**src/rtl/decoder_ambig_ctrl.sv**
```systemverilog
// Phase-ambiguity resolver for a frame-synced decoder: steps the {swap,data_inv}
// hypothesis until sync hits lock. Define DECODER_AMBIG_INV_SEARCH_EN to search inversion too.
module decoder_ambig_ctrl #(
  parameter int DWELL_W = 16
) (
  input  logic               clk,
  input  logic               rs_n,
  input  logic               symb_clk_en,
  input  logic               sync_hit,
  input  logic               enable,
  input  logic [DWELL_W-1:0] dwell_len,
  input  logic [3:0]         lock_thresh,
  input  logic [3:0]         miss_thresh,
  output logic               swap,
  output logic               data_inv,
  output logic               locked,
  output logic [1:0]         state,
  output logic               hyp_chg
);

  typedef enum logic [1:0] {
    IDLE   = 2'd0,
    SEARCH = 2'd1,
    VERIFY = 2'd2,
    LOCK   = 2'd3
  } state_t;

  state_t             state_q, state_d;
  logic [1:0]         hyp_q, hyp_d;
  logic [DWELL_W-1:0] win_q, win_d;
  logic [3:0]         hit_q, hit_d;
  logic [3:0]         miss_q, miss_d;
  logic               chg_q, chg_d;

  logic               qual_hit;
  logic               expire;
  logic [DWELL_W-1:0] last_idx;
  logic [3:0]         eff_lock;
  logic [3:0]         eff_miss;
  logic [3:0]         hit_inc;
  logic [3:0]         miss_inc;

  function automatic logic [1:0] next_hyp(input logic [1:0] h);
`ifdef DECODER_AMBIG_INV_SEARCH_EN
    return h + 2'd1;
`else
    return {~h[1], 1'b0};
`endif
  endfunction

  function automatic logic [3:0] sat_inc(input logic [3:0] c);
    return (c == 4'hF) ? c : c + 4'd1;
  endfunction

  assign qual_hit = sync_hit & symb_clk_en;
  assign last_idx = (dwell_len == '0) ? '0 : dwell_len - DWELL_W'(1);
  // >= rather than == so a dwell_len shrunk below the running count still expires next strobe.
  assign expire   = symb_clk_en & (win_q >= last_idx);
  assign eff_lock = (lock_thresh == 4'd0) ? 4'd1 : lock_thresh;
  assign eff_miss = (miss_thresh == 4'd0) ? 4'd1 : miss_thresh;
  assign hit_inc  = sat_inc(hit_q);
  assign miss_inc = sat_inc(miss_q);

  always_comb begin
    // NOTE: every signal gets a default before any branch, so no path leaves one unassigned (no latches).
    state_d = state_q;
    hyp_d   = hyp_q;
    win_d   = win_q;
    hit_d   = hit_q;
    miss_d  = miss_q;
    chg_d   = 1'b0;

    if (!enable) begin
      state_d = IDLE;
      win_d   = '0;
      hit_d   = 4'd0;
      miss_d  = 4'd0;
    end else if (state_q == IDLE) begin
      state_d = SEARCH;
      win_d   = '0;
    end else if (symb_clk_en) begin
      win_d = (qual_hit || expire) ? '0 : win_q + DWELL_W'(1);
      case (state_q)
        SEARCH: begin
          if (qual_hit) begin
            hit_d   = 4'd1;
            state_d = (eff_lock == 4'd1) ? LOCK : VERIFY;
          end else if (expire) begin
            hyp_d = next_hyp(hyp_q);
            chg_d = 1'b1;
          end
        end
        VERIFY: begin
          if (qual_hit) begin
            hit_d = hit_inc;
            if (hit_inc >= eff_lock) state_d = LOCK;
          end else if (expire) begin
            hyp_d   = next_hyp(hyp_q);
            chg_d   = 1'b1;
            hit_d   = 4'd0;
            state_d = SEARCH;
          end
        end
        LOCK: begin
          if (qual_hit) begin
            miss_d = 4'd0;
          end else if (expire) begin
            if (miss_inc >= eff_miss) begin
              hyp_d   = next_hyp(hyp_q);
              chg_d   = 1'b1;
              hit_d   = 4'd0;
              miss_d  = 4'd0;
              state_d = SEARCH;
            end else begin
              miss_d = miss_inc;
            end
          end
        end
        default: ;
      endcase
    end

`ifndef DECODER_AMBIG_INV_SEARCH_EN
    hyp_d[0] = 1'b0;
`endif
  end

  // NOTE: state registers use non-blocking assignments so all flops update from pre-edge values.
  always_ff @(posedge clk or negedge rs_n) begin
    if (!rs_n) begin
      state_q <= IDLE;
      hyp_q   <= 2'd0;
      win_q   <= '0;
      hit_q   <= 4'd0;
      miss_q  <= 4'd0;
      chg_q   <= 1'b0;
    end else begin
      state_q <= state_d;
      hyp_q   <= hyp_d;
      win_q   <= win_d;
      hit_q   <= hit_d;
      miss_q  <= miss_d;
      chg_q   <= chg_d;
    end
  end

  assign swap     = hyp_q[1];
  assign data_inv = hyp_q[0];
  assign locked   = (state_q == LOCK);
  assign state    = state_q;
  assign hyp_chg  = chg_q;

endmodule

```
**config.mk**
```make
export PLATFORM = sky130hd
export DESIGN_NAME = decoder_ambig_ctrl
export DESIGN_NICKNAME = d
export VERILOG_FILES = /design/src/rtl/decoder_ambig_ctrl.sv
export SDC_FILE = /design/constraint.sdc
export NUM_CORES = 1
export LEC_CHECK = 0
export ABC_AREA = 1
export BUFFER_PORTS_ARGS = -buffer_cell sky130_fd_sc_hd__buf_2
export CAP_MARGIN = 5
export CORE_ASPECT_RATIO = 1.25
export CORE_MARGIN = 5
export CORE_UTILIZATION = 35
export DETAILED_ROUTE_END_ITERATION = 7
export GPL_ROUTABILITY_DRIVEN = 0
export PLACE_DENSITY_LB_ADDON = 0.1
export SLEW_MARGIN = 5
export SYNTH_ARGS = -nofsm -noshare
export SYNTH_HDL_FRONTEND = slang
export SYNTH_SLANG_ARGS = --single-unit
```
**constraint.sdc**
```tcl
create_clock -name clk -period 2.7 [get_ports clk]
set_clock_uncertainty 0.1 [all_clocks]
set_input_delay 0.54 -clock clk [delete_from_list [all_inputs] [get_ports clk]]
set_output_delay 0.54 -clock clk [all_outputs]
set_load 0.01 [all_outputs]
```
==> results.json, run 1 <==
{
  "r2r_cells": 17,
  "yosysMostFrequentCell": "nand2_1",
  "cap_viol_max_count": 0,
  "yosysTopAreaCellShare_pct": 24.6,
  "drv_slew": 0,
  "numPortBuffers": 33,
  "rsz0062_at_grt": "true",
  "drtPass1Iterations": 5,
  "grt_max_degree": 29,
  "path_class": "in -> reg",
  "slew_headroom_pct": 55.1,
  "numCtsBuffers": 3,
  "p_leak_nw": 1.92,
  "fmax_mhz": 346,
  "dpl.hpwl_um": 5640,
  "dp_cells": 566,
  "drive_gt1_share_pct": 40.1,
  "seq_area_frac_synth_pct": 24.6,
  "netlist_top_cells_area": "dfrtp_1 (25%), ha_1 (15%), nand2_1 (10%)",
  "avgSynthCellArea_um2": 7.15,
  "core_area_mm2": 0.00788,
  "cts.sinks": 28,
  "synth_area_mm2": 0.00285,
  "r2r-start": "miss_q[1]",
  "setup_ws_ps": -190,
  "area_growth_pct": 42.7,
  "violations": "setup timing",
  "synth_area_leader_cell": "dfrtp_1",
  "via_count": 2818,
  "synth_edf_count": 0,
  "clkSlewWorstSetupHoldPaths_ps": 110,
  "cts_buffer_depth": 2,
  "synth_top_cells_by_count": "nand2_1 (76), inv_1 (67), ha_1 (34), nor2_1 (29), dfrtp_1 (28)",
  "grt_use_total_pct": 14.7,
  "die-area_mm2": 0.0101,
  "nets": 545,
  "overflow": 0,
  "yosysWarnings": 0,
  "drc": 0,
  "p_total_mw": 1.49,
  "antenna_found_initial": 0,
  "cp.required_ps": 2790,
  "wl_um": 7410,
  "grt_pass1_wl_um": 12700,
  "drtIter0Drc": 82,
  "crit_path_start_kind": "input port",
  "dp_slack_ps": -675,
  "clockRootBuffer": "clkbuf_8",
  "end_kind": "flip-flop",
  "viasPerCell": 4.89,
  "htree_levels": 1,
  "setup_viol_count_final": 27,
  "io_pins": 35,
  "ctsHoldBuffers": 0,
  "drtAntennaViolNets": 0,
  "synth.net_count": 462,
  "layout_min_cycle_time_ps": 2890,
  "synthDistinctLibCells": 43,
  "die_w_um": 90.8,
  "clock_latency_ps": 290,
  "worstPathMaxFanout": 3,
  "fin_util_pct": 51.6,
  "cts_tree": "built",
  "synth-main-ff-cell": "dfrtp_1",
  "syn_inst": 399,
  "layout.cells.non_filler": 576,
  "die_height_um": 111,
  "ys_ff_latch": 28,
  "start_util_pct": 36.2,
  "status": "finished, violations left",
  "synth-async-reset-ratio_pct": 100,
  "first_global_vias": 2914,
  "crit_path_start": "dwell_len[0]",
  "crit_arrival_ps": 2980,
  "fin_crit_sh_pct": 107,
  "timing_hold_violations_final": 0,
  "p_per_area_mw_per_mm2": 366,
  "routedWlPerCell_um": 12.9,
  "antenna_cells": 0,
  "worst_pin_slew_ps": 674,
  "hold_class": "in -> async",
  "ir_worst_vdd_uv": 397,
  "core.rowCount": 36
}
metrics by stage:
step	area, um^2	TNS (ps)	hold WS, ps
6_report	4070	-3250	175
5_1_grt	4070	-8150	244
4_1_cts	3800	-3870	213
3_5_place_dp	3490	-16860	358
3_3_place_gp	3490	-17030	356
2_1_floorplan	2900	-2380	144
layout by cell type (no fill, tap or decap), types with 4 or more instances in the layout:
master   netlist  routed
nand3_1       23      13
nand2_1       76      62
nor2_2         5       8
nand2_2        2      14
inv_2          7      13
nor2_4         2       8
nor2_1        29      21
inv_1         67      58
xor2_1        16      15
a21oi_1       14       8
nand3_2        4      10
o21ai_0       22      10
nand3_4        0       4
ha_4           0       8
buf_4          1      41
buf_6          0       9
buf_2          0      28
a21oi_2        0       6
dfrtp_1       28      28
nand4_1        6       6
ha_1          34      26
o21ai_1       13      22
o22ai_2        0       5
state kept, by name, summed over array words and instances, names as in the netlist:
register,count
win_q,16
hit_q,4
miss_q,4
state,2
hyp_chg,1
hyp_q,1
layer usage:
metal	vias to the layer above	GRT usage [%]	share of wire, %
met5	-	0	0
met3	11	1.77	3.4
met1	1274	16.9	41
met2	60	27.9	54
li1	1473	-	-
met4	0	3.77	1.6
critical path, stage by stage:
cell and delay [ps]:
buf_2 120, inv_4 80, ha_4 140, inv_2 40, nor2_4 110, inv_2 50, nor2_4 110, inv_2 70
nor3_4 190, or2_4 150, nand3_4 60, ha_4 280, nand2_4 50, nor3_2 190, nand2_2 100, nand2_2 110
nand2_4 90, buf_6 130, nand3_4 60, nand2_2 60, nand2_2 80, nand2_2 60, nand2_1 70, nand2_1 50
power breakdown:
part,switching (mW),leakage [nW],internal (mW)
Combinational,0.378,1.50,0.269
Clock,0.152,0.0357,0.199
Sequential,0.0376,0.384,0.454
Total,0.568,1.92,0.922
repair_timing:
action / 4_1_cts / 5_1_grt
gates cloned: 1 / 0
endpoints found under the setup margin: 28 / 28
endpoints found under the hold margin: 0 / 0
setup buffers: 4 / 1
pin swaps: 31 / 31
resized for setup: 55 / 57
area by class of cell:
type / instances / area (um^2)
fill: 791 / 3810
inverter: 75 / 292
clock inverter: 1 / 30.0
tap: 95 / 119
clock buffer: 3 / 41.3
multi-input combinational: 294 / 2310
timing repair buffer: 80 / 579
sequential: 28 / 701
cell families (layout without fill, tap and decap cells):
| group | after synthesis | in the layout | share of synthesized area [%] |
|---|---|---|---|
| and+or+nand+nor | 170 | 171 | 29.6 |
| DFF | 28 | 28 | 24.6 |
| muxes | 2 | 2 | 0.789 |
| xor gates and xnor gates | 18 | 18 | 5.53 |
| AOI/OAI and AO/OA | 68 | 68 | 14.1 |
| other | 1 | 1 | 0.131 |
| adders and majority gates | 34 | 34 | 14.9 |
| buffers and inverters | 78 | 159 | 10.4 |
worst paths after layout:
kind / slack [ps] / endpoint
hold reg to reg: 380 / hyp_q[1]
hold / removal: 170 / win_q[4]
setup reg to reg: 80 / state[0]
min in group clk: 380 / hyp_q[1]
max in group asynchronous: 1890 / win_q[11]
setup / recovery: -190 / state[0]
Note: power is estimated with default switching activity, not from simulation.
==> run 2, diff against run 1 <==
--- a/config.mk
+++ b/config.mk
@@ -5,7 +5,7 @@
 export SDC_FILE = /design/constraint.sdc
 export NUM_CORES = 1
 export LEC_CHECK = 0
-export ABC_AREA = 1
+export ABC_AREA = 0
 export BUFFER_PORTS_ARGS = -buffer_cell sky130_fd_sc_hd__buf_2
 export CAP_MARGIN = 5
 export CORE_ASPECT_RATIO = 1.25
==> results.json, run 2 <==
{
  "grt_max_degree": 29,
  "syn_inst": 349,
  "worstPathMaxFanout": 7,
  "timing_hold_violations_final": 0,
  "synth_top_cells_by_count": "nand2_1 (37), ha_1 (34), nor2_1 (29), dfrtp_1 (28), inv_1 (23)",
  "layout_min_cycle_time_ps": 3690,
  "p_leak_nw": 1.98,
  "dp_cells": 510,
  "dpl.hpwl_um": 5780,
  "die_w_um": 90.3,
  "cap_viol_max_count": 0,
  "crit_slowest_cell": "or4_4",
  "path_delay_family": "simple AND/OR/NAND/NOR gates",
  "p_per_area_mw_per_mm2": 421,
  "rsz0062_at_grt": "true",
  "crit_path_start": "dwell_len[11]",
  "ir_worst_vdd_uv": 315,
  "violations": "setup timing",
  "power_frac_clock_pct": 21.0,
  "end_kind": "flip-flop",
  "crit_path_start_kind": "input port",
  "avgSynthCellArea_um2": 8.08,
  "sequentialPowerShare_pct": 29.0,
  "core.rowCount": 36,
  "path_cells": "buf_6 > or4_4 > or3_4 > nor3b_4 > buf_6 > nand3b_4 > a21oi_2 > ha_1 > nand4_1 > buf_4 > nor3_4 > nor3_2 > buf_4 > nand4_1 > buf_6 > clkbuf_16 > nor4_2 > a21o_1",
  "antenna_cells": 0,
  "viasPerCell": 5.34,
  "drc": 0,
  "r2r-start": "miss_q[0]",
  "antenna_found_initial": 0,
  "largest-register": "win_q",
  "first_global_vias": 2829,
  "netlist_top_cells_area": "dfrtp_1 (25%), ha_1 (15%), nand2_1 (4.9%)",
  "slowest_delay_ps": 520,
  "cp_common_cell": "buf_6",
  "routedWlPerCell_um": 14.8,
  "path_class": "in -> reg",
  "io_pins": 35,
  "dpl_cell_area_mm2": 0.00350,
  "synth.net_count": 412,
  "yosysWarnings": 0,
  "layout.cells.non_filler": 533,
  "seq_area_frac_synth_pct": 24.8,
  "grt_pass1_wl_um": 13000,
  "p_sw_uw": 642,
  "setup_viol_count_final": 28,
  "cts_buffer_depth": 2,
  "final_common_cell": "buf_4",
  "cp.required_ps": 2840,
  "cts.sinks": 28,
  "synth-main-ff-cell": "dfrtp_1",
  "drtIter0Drc": 80,
  "synth_edf_count": 0,
  "via_count": 2844,
  "wl_um": 7860,
  "final_cell_mix": "buf_4 (50), nand2_1 (32), buf_2 (31)",
  "ctsHoldBuffers": 0,
  "status": "finished, violations left",
  "fmax_mhz": 271,
  "area_growth_pct": 42.5,
  "ys_ff_latch": 28,
  "power.internal_mw": 1.05,
  "die-area_mm2": 0.00996,
  "stdcell_area_mm2": 0.00402,
  "synth_area_leader_cell": "dfrtp_1",
  "p_comb_share_pct": 50.0,
  "worst_pin_slew_ps": 746,
  "timing.critical_path.buf_inv": 6,
  "cts_tree": "built",
  "crit_arrival_ps": 3830,
  "start_util_pct": 36.0,
  "synth-async-reset-ratio_pct": 100,
  "yosysMostFrequentCell": "nand2_1",
  "whs_ps": 206,
  "largest_reg_flops": 16,
  "drtAntennaViolNets": 0,
  "drive_gt1_share_pct": 37.4,
  "overflow": 0,
  "nets": 502,
  "hold_class": "in -> async",
  "drtPass1Iterations": 4,
  "slew_headroom_pct": 50.3,
  "setup_ws_ps": -989,
  "grt_use_total_pct": 15.6,
  "htree_levels": 1,
  "numCtsBuffers": 3,
  "fillerInstances": 788,
  "numPortBuffers": 33,
  "p_sw_share_pct": 37.9,
  "yosysTopAreaCellShare_pct": 24.8,
  "reg_top3": "win_q x16, hit_q x4, miss_q x4",
  "dp_slack_ps": -1250,
  "fin_crit_sh_pct": 137,
  "synthDistinctLibCells": 53,
  "drv_slew": 0,
  "synth_area_mm2": 0.00282,
  "core_area_mm2": 0.00784,
  "clkSlewWorstSetupHoldPaths_ps": 120,
  "clockRootBuffer": "clkbuf_8",
  "fin_util_pct": 51.3,
  "die_height_um": 110,
  "clock_latency_ps": 290
}
## run 2: cell types whose count changed in the layout (fill, tap and decap cells not counted), moves of 8 or more
cell | previous run | this run
nand3_2 | 10 | 0
nor2_2 | 8 | 0
nor2_1 | 21 | 29
inv_1 | 58 | 23
nand2_1 | 62 | 32
nor2_4 | 8 | 0
a21o_1 | 0 | 10
and3_1 | 0 | 10
o21ai_1 | 22 | 10
inv_2 | 13 | 0
buf_4 | 41 | 50
## run 2: area by class of cell
| type | instances | area [um^2] | area share [%] |
|---|---|---|---|
| clock buffer | 3 | 41.3 | 1.03 |
| clock inverter | 1 | 30.0 | 0.747 |
| inverter | 23 | 86.3 | 2.15 |
| multi-input combinational | 291 | 2350 | 58.4 |
| sequential | 28 | 701 | 17.4 |
| tap | 95 | 119 | 2.96 |
| timing repair buffer | 92 | 693 | 17.2 |
## run 2: per-stage QoR
stage / setup TNS [ps] / power [mW]
floorplan: -22160 / 0.989
global placement: -31410 / 1.25
detailed placement: -32040 / 1.25
CTS: -23140 / 1.67
global route: -30960 / 1.82
finish: -26690 / 1.69
## run 2: worst reg2reg max path: cells and delay by family, from the launching register on
kind,cells,cell delay [ps]
simple gates,3,800
fa+ha+maj,2,480
compound gates,3,470
flops,1,370
mux,1,350
xor+xnor,1,170
buf+inv,1,170
## run 2: final timing paths
check	cells after the start	slack, ps	to
worst max-delay path	18	-990	win_q[11]
worst min-delay path	1	210	miss_q[3]
worst max register to register	11	-310	hit_q[1]
worst min register to register	1	370	hyp_q[1]
max in group asynchronous	1	1820	win_q[14]
min in group clk	1	370	hyp_q[1]
## run 2: power by group through the flow
stage          registers (mW)  logic, mW  clock network (mW)
3_3_place_gp            0.499      0.749                   0
3_5_place_dp            0.501      0.753                   0
4_1_cts                 0.492      0.809               0.371
5_1_grt                 0.498      0.940               0.379
6_report                0.491      0.847               0.355
2_1_floorplan           0.514      0.475                   0
## run 2: logic make-up (layout without fill, tap and decap cells)
kind of cell,after synthesis,after routing,synth area share (%)
XOR/XNOR,14,14,4.35
AO/OA/AOI/OAI,75,75,17.5
buffers and inverters,31,119,4.61
other,1,1,0.133
flip-flops,28,28,24.8
AND/OR/NAND/NOR,156,157,29.7
multiplexers,10,10,3.82
adder cells (fa/ha/maj),34,34,15.1
## run 2: timing repair
action	in CTS	in global routing
resized for setup	27	21
pin swaps	5	5
setup buffers	12	4
setup endpoints to repair	28	28
cloned	2	1
## run 2: routing by layer
| metal | routed length, um | track usage, % |
|---|---|---|
| met1 | 3300 | 18.3 |
| met2 | 4250 | 30.2 |
| met3 | 185 | 1.63 |
| met4 | 134 | 3.72 |
| met5 | 0 | 0 |
